**src/rtl/kyo_hit_addr_gen_if.sv**
```systemverilog
// Beam/sprite position, animation control and ROM address bus of the Kyo hit address stage.
// The facing_left signal exists only when KYO_HIT_MIRROR_EN is defined.
interface kyo_hit_addr_gen_if;
    logic        frame_start;
    logic        trigger;
    logic [9:0]  drawX;
    logic [9:0]  drawY;
    logic [9:0]  sprite_x;
    logic [9:0]  sprite_y;
`ifdef KYO_HIT_MIRROR_EN
    logic        facing_left;
`endif
    logic [13:0] rom_address;
    logic        in_sprite;
    logic [1:0]  frame_idx;
    logic        anim_busy;

`ifdef KYO_HIT_MIRROR_EN
    modport master (output frame_start, trigger, drawX, drawY, sprite_x, sprite_y, facing_left,
                    input  rom_address, in_sprite, frame_idx, anim_busy);
    modport slave  (input  frame_start, trigger, drawX, drawY, sprite_x, sprite_y, facing_left,
                    output rom_address, in_sprite, frame_idx, anim_busy);
`else
    modport master (output frame_start, trigger, drawX, drawY, sprite_x, sprite_y,
                    input  rom_address, in_sprite, frame_idx, anim_busy);
    modport slave  (input  frame_start, trigger, drawX, drawY, sprite_x, sprite_y,
                    output rom_address, in_sprite, frame_idx, anim_busy);
`endif
endinterface

```
**src/rtl/kyo_hit_addr_gen.sv**
```systemverilog
// Kyo hit sprite address stage: beam -> sprite ROM address plus 4-frame hit animation sequencer.
// Optional horizontal mirroring via facing_left when KYO_HIT_MIRROR_EN is defined.
//
// state | meaning
// IDLE  | no animation; sprite drawn as frame 0
// PLAY  | stepping frames every TICKS_PER_FRAME frame_start pulses
// HOLD  | last frame held for HOLD_TICKS pulses, then back to IDLE
module kyo_hit_addr_gen #(
    parameter int FRAME_W         = 64,
    parameter int FRAME_H         = 64,
    parameter int NUM_FRAMES      = 4,
    parameter int TICKS_PER_FRAME = 6,
    parameter int HOLD_TICKS      = 12
) (
    input  logic              vga_clk,
    input  logic              reset,
    kyo_hit_addr_gen_if.slave bus
);
    localparam int AW   = 14;
    localparam int TMAX = (TICKS_PER_FRAME > HOLD_TICKS) ? TICKS_PER_FRAME : HOLD_TICKS;
    localparam int TW   = $clog2(TMAX + 1);
    localparam logic [AW-1:0] FRAME_WORDS = AW'(FRAME_W * FRAME_H);

    typedef enum logic [1:0] {S_IDLE, S_PLAY, S_HOLD} state_t;

    state_t          state_q, state_d;
    logic [TW-1:0]   tick_q, tick_d;
    logic [1:0]      frame_idx_q, frame_idx_d;
    logic            busy_q;
    logic [AW-1:0]   rom_address_q, rom_address_d;
    logic            in_sprite_q, in_sprite_d;

    logic [10:0]     lx, ly, col, x_end, y_end;
    logic            hit;

    // 11-bit compares so a box hanging off the right/bottom edge clips instead of wrapping
    always_comb begin
        x_end = {1'b0, bus.sprite_x} + 11'(FRAME_W);
        y_end = {1'b0, bus.sprite_y} + 11'(FRAME_H);
        lx    = {1'b0, bus.drawX} - {1'b0, bus.sprite_x};
        ly    = {1'b0, bus.drawY} - {1'b0, bus.sprite_y};
        hit   = (bus.drawX >= bus.sprite_x) && ({1'b0, bus.drawX} < x_end) &&
                (bus.drawY >= bus.sprite_y) && ({1'b0, bus.drawY} < y_end);
`ifdef KYO_HIT_MIRROR_EN
        col   = bus.facing_left ? (11'(FRAME_W - 1) - lx) : lx;
`else
        col   = lx;
`endif
        rom_address_d = '0;
        in_sprite_d   = 1'b0;
        if (hit) begin
            rom_address_d = AW'(frame_idx_q) * FRAME_WORDS + AW'(ly) * AW'(FRAME_W) + AW'(col);
            in_sprite_d   = 1'b1;
        end
    end

    always_comb begin
        state_d     = state_q;
        tick_d      = tick_q;
        frame_idx_d = frame_idx_q;
        // trigger restarts from any state and swallows a coincident tick
        if (bus.trigger) begin
            state_d     = S_PLAY;
            tick_d      = '0;
            frame_idx_d = '0;
        end else begin
            case (state_q)
                S_IDLE: begin
                    frame_idx_d = '0;
                    tick_d      = '0;
                end
                S_PLAY: begin
                    if (bus.frame_start) begin
                        if (tick_q == TW'(TICKS_PER_FRAME - 1)) begin
                            tick_d = '0;
                            if (frame_idx_q == 2'(NUM_FRAMES - 1)) state_d = S_HOLD;
                            else                                  frame_idx_d = frame_idx_q + 2'd1;
                        end else begin
                            tick_d = tick_q + TW'(1);
                        end
                    end
                end
                S_HOLD: begin
                    if (bus.frame_start) begin
                        if (tick_q == TW'(HOLD_TICKS - 1)) begin
                            state_d     = S_IDLE;
                            tick_d      = '0;
                            frame_idx_d = '0;
                        end else begin
                            tick_d = tick_q + TW'(1);
                        end
                    end
                end
                default: begin
                    state_d     = S_IDLE;
                    tick_d      = '0;
                    frame_idx_d = '0;
                end
            endcase
        end
    end

    always_ff @(posedge vga_clk or posedge reset) begin
        if (reset) begin
            state_q       <= S_IDLE;
            tick_q        <= '0;
            frame_idx_q   <= '0;
            busy_q        <= 1'b0;
            rom_address_q <= '0;
            in_sprite_q   <= 1'b0;
        end else begin
            state_q       <= state_d;
            tick_q        <= tick_d;
            frame_idx_q   <= frame_idx_d;
            busy_q        <= (state_d != S_IDLE);
            rom_address_q <= rom_address_d;
            in_sprite_q   <= in_sprite_d;
        end
    end

    assign bus.rom_address = rom_address_q;
    assign bus.in_sprite   = in_sprite_q;
    assign bus.frame_idx   = frame_idx_q;
    assign bus.anim_busy   = busy_q;
endmodule

```
**src/flat_wrapper.sv**
```systemverilog
// flat-port wrapper written by rule: the top's interface ports become plain ports
module kyo_hit_addr_gen_flat 
#(
    parameter int FRAME_W         = 64,
    parameter int FRAME_H         = 64,
    parameter int NUM_FRAMES      = 4,
    parameter int TICKS_PER_FRAME = 6,
    parameter int HOLD_TICKS      = 12
)
  (vga_clk, reset, bus_frame_start, bus_trigger, bus_drawX, bus_drawY, bus_sprite_x, bus_sprite_y, bus_rom_address, bus_in_sprite, bus_frame_idx, bus_anim_busy);
  kyo_hit_addr_gen_if bus_i ();
  input  logic vga_clk;
  input  logic reset;
  input wire logic [$bits(bus_i.frame_start)-1:0] bus_frame_start;
  input wire logic [$bits(bus_i.trigger)-1:0] bus_trigger;
  input wire logic [$bits(bus_i.drawX)-1:0] bus_drawX;
  input wire logic [$bits(bus_i.drawY)-1:0] bus_drawY;
  input wire logic [$bits(bus_i.sprite_x)-1:0] bus_sprite_x;
  input wire logic [$bits(bus_i.sprite_y)-1:0] bus_sprite_y;
  output wire logic [$bits(bus_i.rom_address)-1:0] bus_rom_address;
  output wire logic [$bits(bus_i.in_sprite)-1:0] bus_in_sprite;
  output wire logic [$bits(bus_i.frame_idx)-1:0] bus_frame_idx;
  output wire logic [$bits(bus_i.anim_busy)-1:0] bus_anim_busy;
  assign bus_i.frame_start = bus_frame_start;
  assign bus_i.trigger = bus_trigger;
  assign bus_i.drawX = bus_drawX;
  assign bus_i.drawY = bus_drawY;
  assign bus_i.sprite_x = bus_sprite_x;
  assign bus_i.sprite_y = bus_sprite_y;
  assign bus_rom_address = bus_i.rom_address;
  assign bus_in_sprite = bus_i.in_sprite;
  assign bus_frame_idx = bus_i.frame_idx;
  assign bus_anim_busy = bus_i.anim_busy;
  kyo_hit_addr_gen #(.FRAME_W(FRAME_W), .FRAME_H(FRAME_H), .NUM_FRAMES(NUM_FRAMES), .TICKS_PER_FRAME(TICKS_PER_FRAME), .HOLD_TICKS(HOLD_TICKS)) u_core (.vga_clk(vga_clk), .reset(reset), .bus(bus_i));
endmodule
```
**config.mk**
```make
export PLATFORM = sky130hd
export DESIGN_NAME = kyo_hit_addr_gen_flat
export DESIGN_NICKNAME = d
export VERILOG_FILES = /design/src/rtl/kyo_hit_addr_gen_if.sv /design/src/rtl/kyo_hit_addr_gen.sv /design/src/flat_wrapper.sv
export SDC_FILE = /design/constraint.sdc
export NUM_CORES = 1
export LEC_CHECK = 0
export BUFFER_PORTS_ARGS = -buffer_cell sky130_fd_sc_hd__buf_4
export CELL_PAD_IN_SITES_DETAIL_PLACEMENT = 2
export CELL_PAD_IN_SITES_GLOBAL_PLACEMENT = 2
export CORE_MARGIN = 5
export CORE_UTILIZATION = 33
export CTS_CLUSTER_SIZE = 40
export DETAILED_ROUTE_END_ITERATION = 10
export GPL_ROUTABILITY_DRIVEN = 0
export PLACE_DENSITY_LB_ADDON = 0.1
export SYNTH_ARGS = -nofsm -noshare
export SYNTH_HDL_FRONTEND = slang
export SYNTH_SLANG_ARGS = --single-unit
```
**constraint.sdc**
```tcl
create_clock -name vga_clk -period 2.5 [get_ports vga_clk]
set_input_delay 0.25 -clock vga_clk [delete_from_list [all_inputs] [get_ports vga_clk]]
set_output_delay 0.25 -clock vga_clk [all_outputs]
set_load 0.01 [all_outputs]
```
==> metrics.md, run 1 <==
| Metric | Value |
|---|---|
| Critical-path cell list | `buf_8 -> inv_12 -> ha_4 -> inv_2 -> fa_2 -> a21o_1 -> a21oi_2 -> o21bai_1 -> a2111o_1 -> nand2_1 -> xnor2_1 -> ha_1 -> nand3_1 -> nor2_2 -> a2111oi_4 -> o41ai_2 -> xnor3_1 -> nor4_2` |
| Worst setup SP type | `input port` |
| Most common cell after layout, fill and taps aside | `buf_4` |
| WL/cell | `17.4 um` |
| Fin area | `3750 sq um` |
| PD cells | `524 nW/um^2` |
| CTS buffer count | `3` |
| Crit Path Category | `input port to register` |
| Critical Path Sink Type | `register` |
| Sw frac | `36.6%` |
| Unrepaired setup endpoints after global routing | `yes` |
| Vias per inst | `5.09` |
| Synthesis-to-layout area growth | `47.0%` |
| Fmax | `328 MHz` |
| Worst Hold Class | `input port to asynchronous set/reset pin` |
| Syn_area_per_cell | `9.38 sq um` |
| Dpl hpwl | `6700 um` |
| Cell-internal power | `0.00125 W` |
| Chip Width | `97.9 um` |
| Top_reg_cell synth | `dfrtp_1` |
| Synthesized cell area | `2550 sq um` |
| Final setup violation count | `7` |
| Routed Antenna Nets | `0` |
| Net Count, Synth | `362` |
| DRC violations left | `0` |
| CP max stage delay | `0.41 ns` |
| Global-route wire length before repair | `13,900 um` |
| Final Hold Viols | `0` |
| Sequential area share after synthesis | `23.5%` |
| Placed cell areas | `3530 sq um` |
| Most frequent cells in the layout | `buf_4 (110), ha_1 (41), inv_1 (37), dfrtp_1 (24), xnor2_1 (16)` |
| Post-synth ARST share | `100%` |
| DR iter-0 viols | `32` |
| Die H | `97.9 um` |
| Violated checks | `negative setup slack` |
| # IOs | `62` |
| Core area | `7650 sq um` |
| Yosys reg bits | `24` |
| Initial core utilization | `33.4%` |
| Total iterations of the first detailed-routing run | `4` |
| Clock-pin slew on the worst setup and hold paths | `0.09 ns` |
| Hold buffers post-CTS | `0` |
| Die footprint | `9590 sq um` |
| Drt total wl | `8510 um` |
| Final net count | `479` |
| Worst Path Max Fanout | `3` |
| Worst EP arrival | `3.23 ns` |
| Filler Cells Inserted | `821` |
| CTS H-Tree Depth | `1` |
| Outcome | `complete, but fails checks` |
| Period Utilization, post-route | `122%` |
| Pleak | `1.90 nW` |
| CTS tree | `built` |
| Synth warn | `0` |
| Largest net degree at the start of global routing | `25` |
| Max Cap Violations | `0` |
| Post-route insts no fill | `490` |
| Tmin final | `3.05 ns` |
| DP Worst Slack | `-0.858 ns` |
| Flop pwr share | `23.4%` |
| # placed instances | `475` |
| CTS Sinks | `24` |
| Logic pwr share | `58.6%` |
| Number of synthesized flops with an enable pin | `0` |
| Clock Tree Buf Depth | `2` |
| Hold slack final | `0.194 ns` |
| Worst-skew pair later-pin latency | `0.27 ns` |
| Critical Path RT | `2.69 ns` |
| Worst setup margin | `-0.546 ns` |
| Initial antenna violation count | `0` |
| Pins Over Slew Limit | `0` |
| Row count | `32` |
| Number of port buffers | `61` |
| Unique masters post-synth | `54` |
| GRT Total Usage | `17.5%` |
| GR Overflow Total | `0` |
| Switch Pwr | `0.000720 W` |
| Clk pwr share | `18.0%` |
| CP max-delay cell | `a2111o_1` |
| Fin util | `49.0%` |
| # diodes | `0` |
| Layout cell share with drive strength beyond 1 | `41.0%` |
| Vias in the first global route | `2,778` |
| Worst slew pin tran | `0.962 ns` |
| Syn Inst Count | `272` |
| Skew final | `0.00315 ns` |
| Via count | `2,494` |
| Rel. slew slack | `35.8%` |
| Peak VDD IR | `0.000235 V` |
| CTS root buffer | `clkbuf_8` |
-- synth_stat cells (2+ instances only) --
library cell  instances  area share [%]
nor2b_1               2            0.49
ha_1                 43              21
o31ai_1               2            0.59
o21a_1                3            0.88
nor4b_1               5             1.7
fa_1                  3             2.4
nand3_1               7             1.4
a21o_1               11             3.2
nand2_1               7             1.0
o21bai_1              2            0.59
or2_2                 4            0.98
a21oi_1              15             2.9
o21ai_0              11             2.2
and3_1                3            0.74
a211o_1               2            0.69
and2_1                2            0.49
nand4_1               3            0.74
xnor2_1              18             6.2
a31oi_1               4            0.98
dfrtp_1              24              24
nor4_2               10             4.9
inv_1                39             5.7
nand2b_1              4            0.98
nor2_1               11             1.6
nor3_1                6             1.2
xor2_1                2            0.69
nand3b_1              2            0.59
-- sequential cells by signal (all words and copies together) (netlist names) --
name	flops
u_core.bus.rom_address	14
u_core.tick_q	4
u_core.bus.frame_idx	2
u_core.state_q	2
u_core.bus.anim_busy	1
u_core.bus.in_sprite	1
-- per-stage QoR --
stage | setup TNS, ns | total power, W
global placement | -3.27 | 0.00142
CTS | -2.09 | 0.00192
global route | -3.60 | 0.00209
detailed placement | -4.16 | 0.00148
finish | -2.48 | 0.00197
floorplan | -1.56 | 0.00108
-- per-layer routing --
metal | GRT usage [%] | wire length (um)
met1 | 22.4 | 3820
met5 | 0 | 0
met4 | 3.83 | 113
met3 | 1.36 | 205
met2 | 32.1 | 4380
-- path summary, 6_finish.rpt --
| kind | start | end | slack [ns] | cells past startpoint |
|---|---|---|---|---|
| hold / removal | reset | u_core.bus.rom_address[5] | 0.19 | 2 |
| setup reg to reg | u_core.state_q[1] | u_core.tick_q[3] | 0.49 | 6 |
| hold reg to reg | u_core.tick_q[3] | u_core.tick_q[3] | 0.53 | 1 |
| min in group vga_clk | bus_trigger | u_core.state_q[1] | 0.22 | 2 |
| max in group asynchronous | reset | u_core.bus.frame_idx[0] | 1.72 | 2 |
| setup / recovery | bus_drawX[0] | u_core.bus.rom_address[13] | -0.55 | 18 |
-- area by class of cell --
class / count / area, sq um / area share [%]
clock buffer: 3 / 41.3 / 1.10
tap: 102 / 128 / 3.40
multi-input combinational: 206 / 1890 / 50.4
inverter: 39 / 159 / 4.24
clock inverter: 1 / 30.0 / 0.801
sequential: 24 / 601 / 16.0
timing repair buffer: 115 / 903 / 24.1
-- kinds of logic (layout without fill, tap and decap cells) --
family / count (synthesis) / after routing / share of synthesized area, %
AND/OR/NAND/NOR: 70 / 70 / 18.3
AO/OA/AOI/OAI: 69 / 69 / 20.3
adder cells (fa/ha/maj): 46 / 46 / 23.4
buffers and inverters: 42 / 158 / 6.67
flip-flops: 24 / 24 / 23.5
XOR/XNOR: 21 / 21 / 7.75
-- worst max-delay path: cells and delay by family --
kind | cells | cell delay (ns)
AOI/OAI and AO/OA | 6 | 1.17
adders and majority gates | 3 | 0.79
xor gates and xnor gates | 2 | 0.35
and+or+nand+nor | 4 | 0.48
buffers and inverters | 3 | 0.19
-- power by group through the flow --
stage               combinational (W)  sequential, W  clock [W]
detailed placement            0.00101       0.000466          0
global placement             0.000957       0.000465          0
CTS                           0.00111       0.000459   0.000354
finish                        0.00115       0.000460   0.000354
floorplan                    0.000610       0.000469          0
global route                  0.00126       0.000466   0.000369
-- what timing repair did --
action	4_1_cts	5_1_grt
gates resized for setup	10	2
pin swaps	14	10
setup endpoints to repair	6	7
buffers inserted	9	2
No activity file was read; power rests on OpenSTA's default activity.
==> run 2, diff against run 1 <==
clock period = 3.2 ns   (was 2.5 ns; I/O delays follow)
==> run 2 against run 1 <==
Net effect: the run now ends clean; sequential power shrank 22%; via count is 6.9% lower; clock skew down 0.00078 ns; power fell by 30%; largest cell class unchanged; die area did not move; design area is 8.7% lower; clock power shrank 25%; count of clock-buffer cells in the layout unchanged; critical path depth unchanged; setup slack better by 0.61 ns.
==> metrics.md, run 2 (same netlist as run 1, synthesis figures left out) <==
| Metric | Value |
|---|---|
| GR Overflow Total | `0` |
| Initial core utilization | `33.4%` |
| Unrepaired setup endpoints after global routing | `yes` |
| Vias in the first global route | `2,549` |
| CTS buffer count | `3` |
| # IOs | `62` |
| CTS Sinks | `24` |
| Critical Path RT | `3.37 ns` |
| Flop pwr share | `25.9%` |
| Crit Path Category | `input port to register` |
| Die H | `97.9 um` |
| Worst setup SP type | `input port` |
| Number of port buffers | `61` |
| Fmax | `319 MHz` |
| Pins Over Slew Limit | `0` |
| Drt total wl | `7160 um` |
| Dpl hpwl | `6130 um` |
| Overall Power | `0.00138 W` |
| Chip Width | `97.9 um` |
| Worst Path Max Fanout | `3` |
| DP Worst Slack | `-0.261 ns` |
| CTS root buffer | `clkbuf_8` |
| Critical Path Sink Type | `register` |
| Clock Tree Buf Depth | `2` |
| Worst setup margin | `0.0686 ns` |
| Clock-pin slew on the worst setup and hold paths | `0.09 ns` |
| Rel. slew slack | `39.0%` |
| Row count | `32` |
| Pleak | `1.71 nW` |
| Most frequent cells in the layout | `buf_4 (80), ha_1 (41), inv_1 (38), dfrtp_1 (24), xnor2_1 (16)` |
| Synthesis-to-layout area growth | `34.1%` |
| Layout cell share with drive strength beyond 1 | `35.4%` |
| WL/cell | `15.7 um` |
| Final Hold Viols | `0` |
| Peak VDD IR | `0.000153 V` |
| Cell-internal power | `0.000885 W` |
| Fin area | `3420 sq um` |
| Clk pwr share | `19.1%` |
| Outcome | `finished, final reports clean` |
| Sw frac | `36.1%` |
| Core area | `7650 sq um` |
| DRC violations left | `0` |
| DR iter-0 viols | `70` |
| Die footprint | `9590 sq um` |
| Largest net degree at the start of global routing | `25` |
| Max FFs per register | `14` |
| CTS tree | `built` |
| Routed Antenna Nets | `0` |
| Skew final | `0.00237 ns` |
| PD cells | `405 nW/um^2` |
| Period Utilization, post-route | `97.9%` |
| Final setup violation count | `0` |
| # diodes | `0` |
| Most common cell after layout, fill and taps aside | `buf_4` |
| Initial antenna violation count | `0` |
| Tmin final | `3.13 ns` |
| Worst Hold Class | `input port to asynchronous set/reset pin` |
| GRT Total Usage | `15.0%` |
| Switch Pwr | `0.000499 W` |
| Total iterations of the first detailed-routing run | `4` |
| Logic pwr share | `55.0%` |
| Worst EP arrival | `3.31 ns` |
| Worst-skew pair later-pin latency | `0.26 ns` |
| Placed cell areas | `3270 sq um` |
| CTS H-Tree Depth | `1` |
| Vias per inst | `5.11` |
| Final net count | `444` |
| Worst slew pin tran | `0.913 ns` |
| Via count | `2,323` |
| Global-route wire length before repair | `12,000 um` |
| Fin util | `44.7%` |
| Max Cap Violations | `0` |
-- run 2: worst max-delay path, cell delays in order --
cell,delay [ns]
buf_4,0.11
inv_2,0.04
ha_2,0.16
inv_1,0.05
fa_2,0.34
a21o_1,0.17
a21oi_2,0.15
o21bai_2,0.08
a2111o_1,0.46
nand2_2,0.10
xnor2_2,0.06
ha_1,0.33
nand3_2,0.09
nor2_4,0.11
a2111oi_4,0.05
o41ai_2,0.23
xnor3_1,0.29
nor4_2,0.14
-- run 2: metrics by stage --
step	setup TNS, ns	hold slack, ns	cells
floorplan	0	0.335	272
finish	0	0.263	455
global route	-0.164	0.285	455
global placement	-0.395	0.504	448
detailed placement	-0.781	0.537	448
CTS	0	0.285	452
-- run 2: worst paths after layout --
kind,start,to,slack [ns],depth (start not counted)
worst max-delay path,bus_drawX[0],u_core.bus.rom_address[13],0.07,18
worst min-delay path,reset,u_core.tick_q[1],0.26,2
worst max register to register,u_core.state_q[1],u_core.bus.frame_idx[0],0.98,7
worst min register to register,u_core.tick_q[3],u_core.tick_q[3],0.54,1
max in group asynchronous,reset,u_core.bus.rom_address[9],2.38,2
min in group vga_clk,bus_trigger,u_core.state_q[1],0.29,2
-- run 2: final cells by class --
cell class / instances / area, sq um
clock buffers: 3 / 41.3
clock inverters: 1 / 30.0
fillers: 867 / 4230
inverters: 39 / 146
multi-input cells: 206 / 1880
flip-flops and latches: 24 / 601
well taps: 102 / 128
repair buffers: 80 / 601
-- run 2: metal layers --
layer	vias to the layer above	wire [um]	track usage, %
met1	1146	2980	18.1
met3	2	182	1.50
met5	-	0	0
li1	1139	-	-
met2	36	3950	28.6
met4	0	44	2.88
-- run 2: power groups by stage --
stage,registers (W),logic (W),clock network (W)
final,0.000359,0.000761,0.000265
after global routing,0.000363,0.000837,0.000285
after CTS,0.000360,0.000741,0.000274
after detailed placement,0.000365,0.000732,0
after global placement,0.000362,0.000702,0
after floorplan,0.000366,0.000471,0
-- run 2: what timing repair did --
| item | CTS | global route |
|---|---|---|
| hold buffers | 0 | 0 |
| setup endpoints to repair | 0 | 3 |
| setup buffers | 0 | 4 |
| resized for setup | 0 | 13 |
| hold endpoints to repair | 0 | 0 |
==> run 3, diff against run 2 <==
ABC_AREA = 1   (was default)
CORE_UTILIZATION = 30   (was 33)
==> run 3 against run 2 <==
Net effect: global-route usage down 1.0 points; count of clock-buffer cells in the layout unchanged; setup slack better by 0.32 ns; sequential cell count unchanged; worst hold slack worse by 0.0029 ns; die area up 9.8%; critical endpoint is now u_core.bus.rom_address[12]; sequential share of layout area up 1.0 points; highest routed layer unchanged.
==> metrics.md, run 3 <==
| Metric | Value |
|---|---|
| Post-Route Setup TNS | `0 ns` |
| PD cells | `427 nW/um^2` |
| Net Count, Synth | `441` |
| # IOs | `62` |
| Outcome | `finished, final reports clean` |
| Clock-pin slew on the worst setup and hold paths | `0.09 ns` |
| Number of port buffers | `61` |
| Drt total wl | `6930 um` |
| Syn_area_per_cell | `7.33 sq um` |
| Largest net degree at the start of global routing | `25` |
| Most common cell after layout, fill and taps aside | `nand2_1` |
| Worst Path Max Fanout | `3` |
| Unrepaired setup endpoints after global routing | `no` |
| Overall Power | `0.00138 W` |
| Worst EP arrival | `2.97 ns` |
| Dominant cell type by area after synthesis | `dfrtp_1` |
| Sequential area share after synthesis | `23.3%` |
| Crit Path Category | `input port to register` |
| WL/cell | `13.3 um` |
| Routed Antenna Nets | `0` |
| Most numerous cell in the Yosys netlist | `nand2_1` |
| Share of the synthesized area in the top cell type | `23.3%` |
| Post-synth ARST share | `100%` |
| WP depth | `20` |
| CP delay by family, top | `adder cells` |
| Die footprint | `10,500 sq um` |
| Post-CTS sizing | `0` |
| Tmin final | `2.81 ns` |
| Peak VDD IR | `0.000263 V` |
| Final net count | `508` |
| Critical Path RT | `3.35 ns` |
| CTS tree | `built` |
| Via count | `2,450` |
| Initial antenna violation count | `0` |
| Worst setup SP type | `input port` |
| Total iterations of the first detailed-routing run | `4` |
| Buffers & Inverters on Critical Path | `4` |
| Worst Hold Class | `input port to asynchronous set/reset pin` |
| CTS root buffer | `clkbuf_8` |
| Die H | `103 um` |
| Fmax | `355 MHz` |
| Clock Tree Buf Depth | `2` |
| Hold buffers post-CTS | `0` |
| Critical Path Sink Type | `register` |
| CP max-delay cell | `fa_1` |
| DRC violations left | `0` |
| Main area contributors after synthesis | `dfrtp_1 (23%), ha_1 (21%), nand2_1 (11%)` |
| Chip Width | `103 um` |
| Max FFs per register | `14` |
| Skew final | `0.00446 ns` |
| Initial core utilization | `31.0%` |
| Row count | `33` |
| Pleak | `1.81 nW` |
| Synthesized cell area | `2570 sq um` |
| Rel. slew slack | `38.6%` |
| Synthesis-to-layout area growth | `25.8%` |
| Yosys reg bits | `24` |
| Global-route wire length before repair | `12,200 um` |
| Pins Over Slew Limit | `0` |
| Vias per inst | `4.69` |
| Unique masters post-synth | `32` |
| Layout cell share with drive strength beyond 1 | `20.9%` |
| Most frequent cells in the layout | `nand2_1 (75), buf_4 (63), inv_1 (60), ha_1 (43), nor2_1 (28)` |
| Filler Cells Inserted | `990` |
| Reg2reg path depth | `7` |
| CTS buffer count | `3` |
| # diodes | `0` |
| Max Cap Violations | `0` |
| CTS H-Tree Depth | `1` |
| Post-CTS Setup Inserts | `0` |
| Syn Inst Count | `351` |
| CP max stage delay | `0.40 ns` |
| Vias in the first global route | `2,703` |
| CTS Sinks | `24` |
| GR Overflow Total | `0` |
| Synth top cells by count | `nand2_1 (75), inv_1 (60), ha_1 (43), nor2_1 (28), dfrtp_1 (24)` |
| Worst-skew pair later-pin latency | `0.26 ns` |
| Synth warn | `0` |
| Critical-path cell list | `buf_4 -> inv_1 -> ha_1 -> inv_1 -> fa_1 -> nand3_1 -> nand2_1 -> nand2_1 -> a21oi_1 -> nor2_1 -> xor2_1 -> inv_1 -> ha_1 -> fa_1 -> nand3_1 -> nand2_1 -> a21o_1 -> nand3_1 -> xor2_1 -> nor2_2` |
| Core area | `8300 sq um` |
| Number of synthesized flops with an enable pin | `0` |
| Final setup violation count | `0` |
| DR iter-0 viols | `29` |
| Period Utilization, post-route | `87.9%` |
| GRT Total Usage | `14.0%` |
| Final Hold Viols | `0` |
| Worst slew pin tran | `0.920 ns` |
| Dpl hpwl | `6110 um` |
| Top_reg_cell synth | `dfrtp_1` |
==> run 3: cell types whose count changed after synthesis, sizes merged, moves of 4 or more <==
cell | before | now
nand2 | 7 | 75
a21oi | 16 | 25
a21o | 11 | 1
nor2 | 11 | 39
nor4 | 10 | 0
nand3 | 7 | 23
xor2 | 2 | 12
nor4b | 5 | 0
nor3 | 6 | 1
xnor2 | 18 | 11
inv | 39 | 63
nand2b | 4 | 0
==> run 3: worst paths after layout <==
kind,startpoint,end,slack [ns]
setup / recovery,bus_drawX[0],u_core.bus.rom_address[12],0.39
hold / removal,reset,u_core.bus.rom_address[1],0.26
setup reg to reg,u_core.state_q[1],u_core.tick_q[3],1.41
hold reg to reg,u_core.bus.frame_idx[1],u_core.bus.frame_idx[1],0.58
max in group asynchronous,reset,u_core.tick_q[3],2.38
min in group vga_clk,bus_trigger,u_core.state_q[1],0.35
==> run 3: kinds of logic (layout without fill, tap and decap cells) <==
logic type                 after synthesis  after routing  share of synthesized area [%]
xor gates and xnor gates                23             23                           7.83
and+or+nand+nor                        148            148                           25.7
AOI/OAI and AO/OA                       46             46                           10.3
adders and majority gates               46             46                           23.2
DFF                                     24             24                           23.3
buffers and inverters                   64            130                           9.63
==> run 3: routing by layer <==
metal / vias to the layer above / wire (um) / global-route usage [%]
li1: 1249 / - / -
met1: 1162 / 3370 / 19.0
met2: 37 / 3320 / 24.9
met3: 2 / 227 / 1.49
met4: 0 / 13 / 0.908
met5: - / 0 / 0
==> run 3: final cells by class <==
class / instances / area, sq um / share of cell area [%]
clock buffer: 3 / 41.3 / 1.28
clock inverter: 1 / 30.0 / 0.927
inverter: 63 / 236 / 7.30
multi-input combinational: 263 / 1730 / 53.3
sequential: 24 / 601 / 18.5
tap: 105 / 131 / 4.06
timing repair buffer: 63 / 473 / 14.6
==> run 3: power by group <==
part | switching, W | total [W] | internal [W]
Sequential | 0.0000436 | 0.000394 | 0.000351
Clock | 0.0000966 | 0.000264 | 0.000167
Combinational | 0.000413 | 0.000724 | 0.000312
==> run 3: stage by stage <==
step | worst slack [ns] | hold slack (ns) | cell area, sq um | util [%] | std cells
floorplan | 0.353 | 0.335 | 2570 | - | 351
global placement | 0.130 | 0.558 | 3170 | 38.2 | 518
detailed placement | 0.0624 | 0.557 | 3170 | 38.2 | 518
CTS | 0.343 | 0.304 | 3240 | 39.0 | 522
global route | 0.166 | 0.357 | 3240 | 39.0 | 522
finish | 0.386 | 0.260 | 3240 | 39.0 | 522
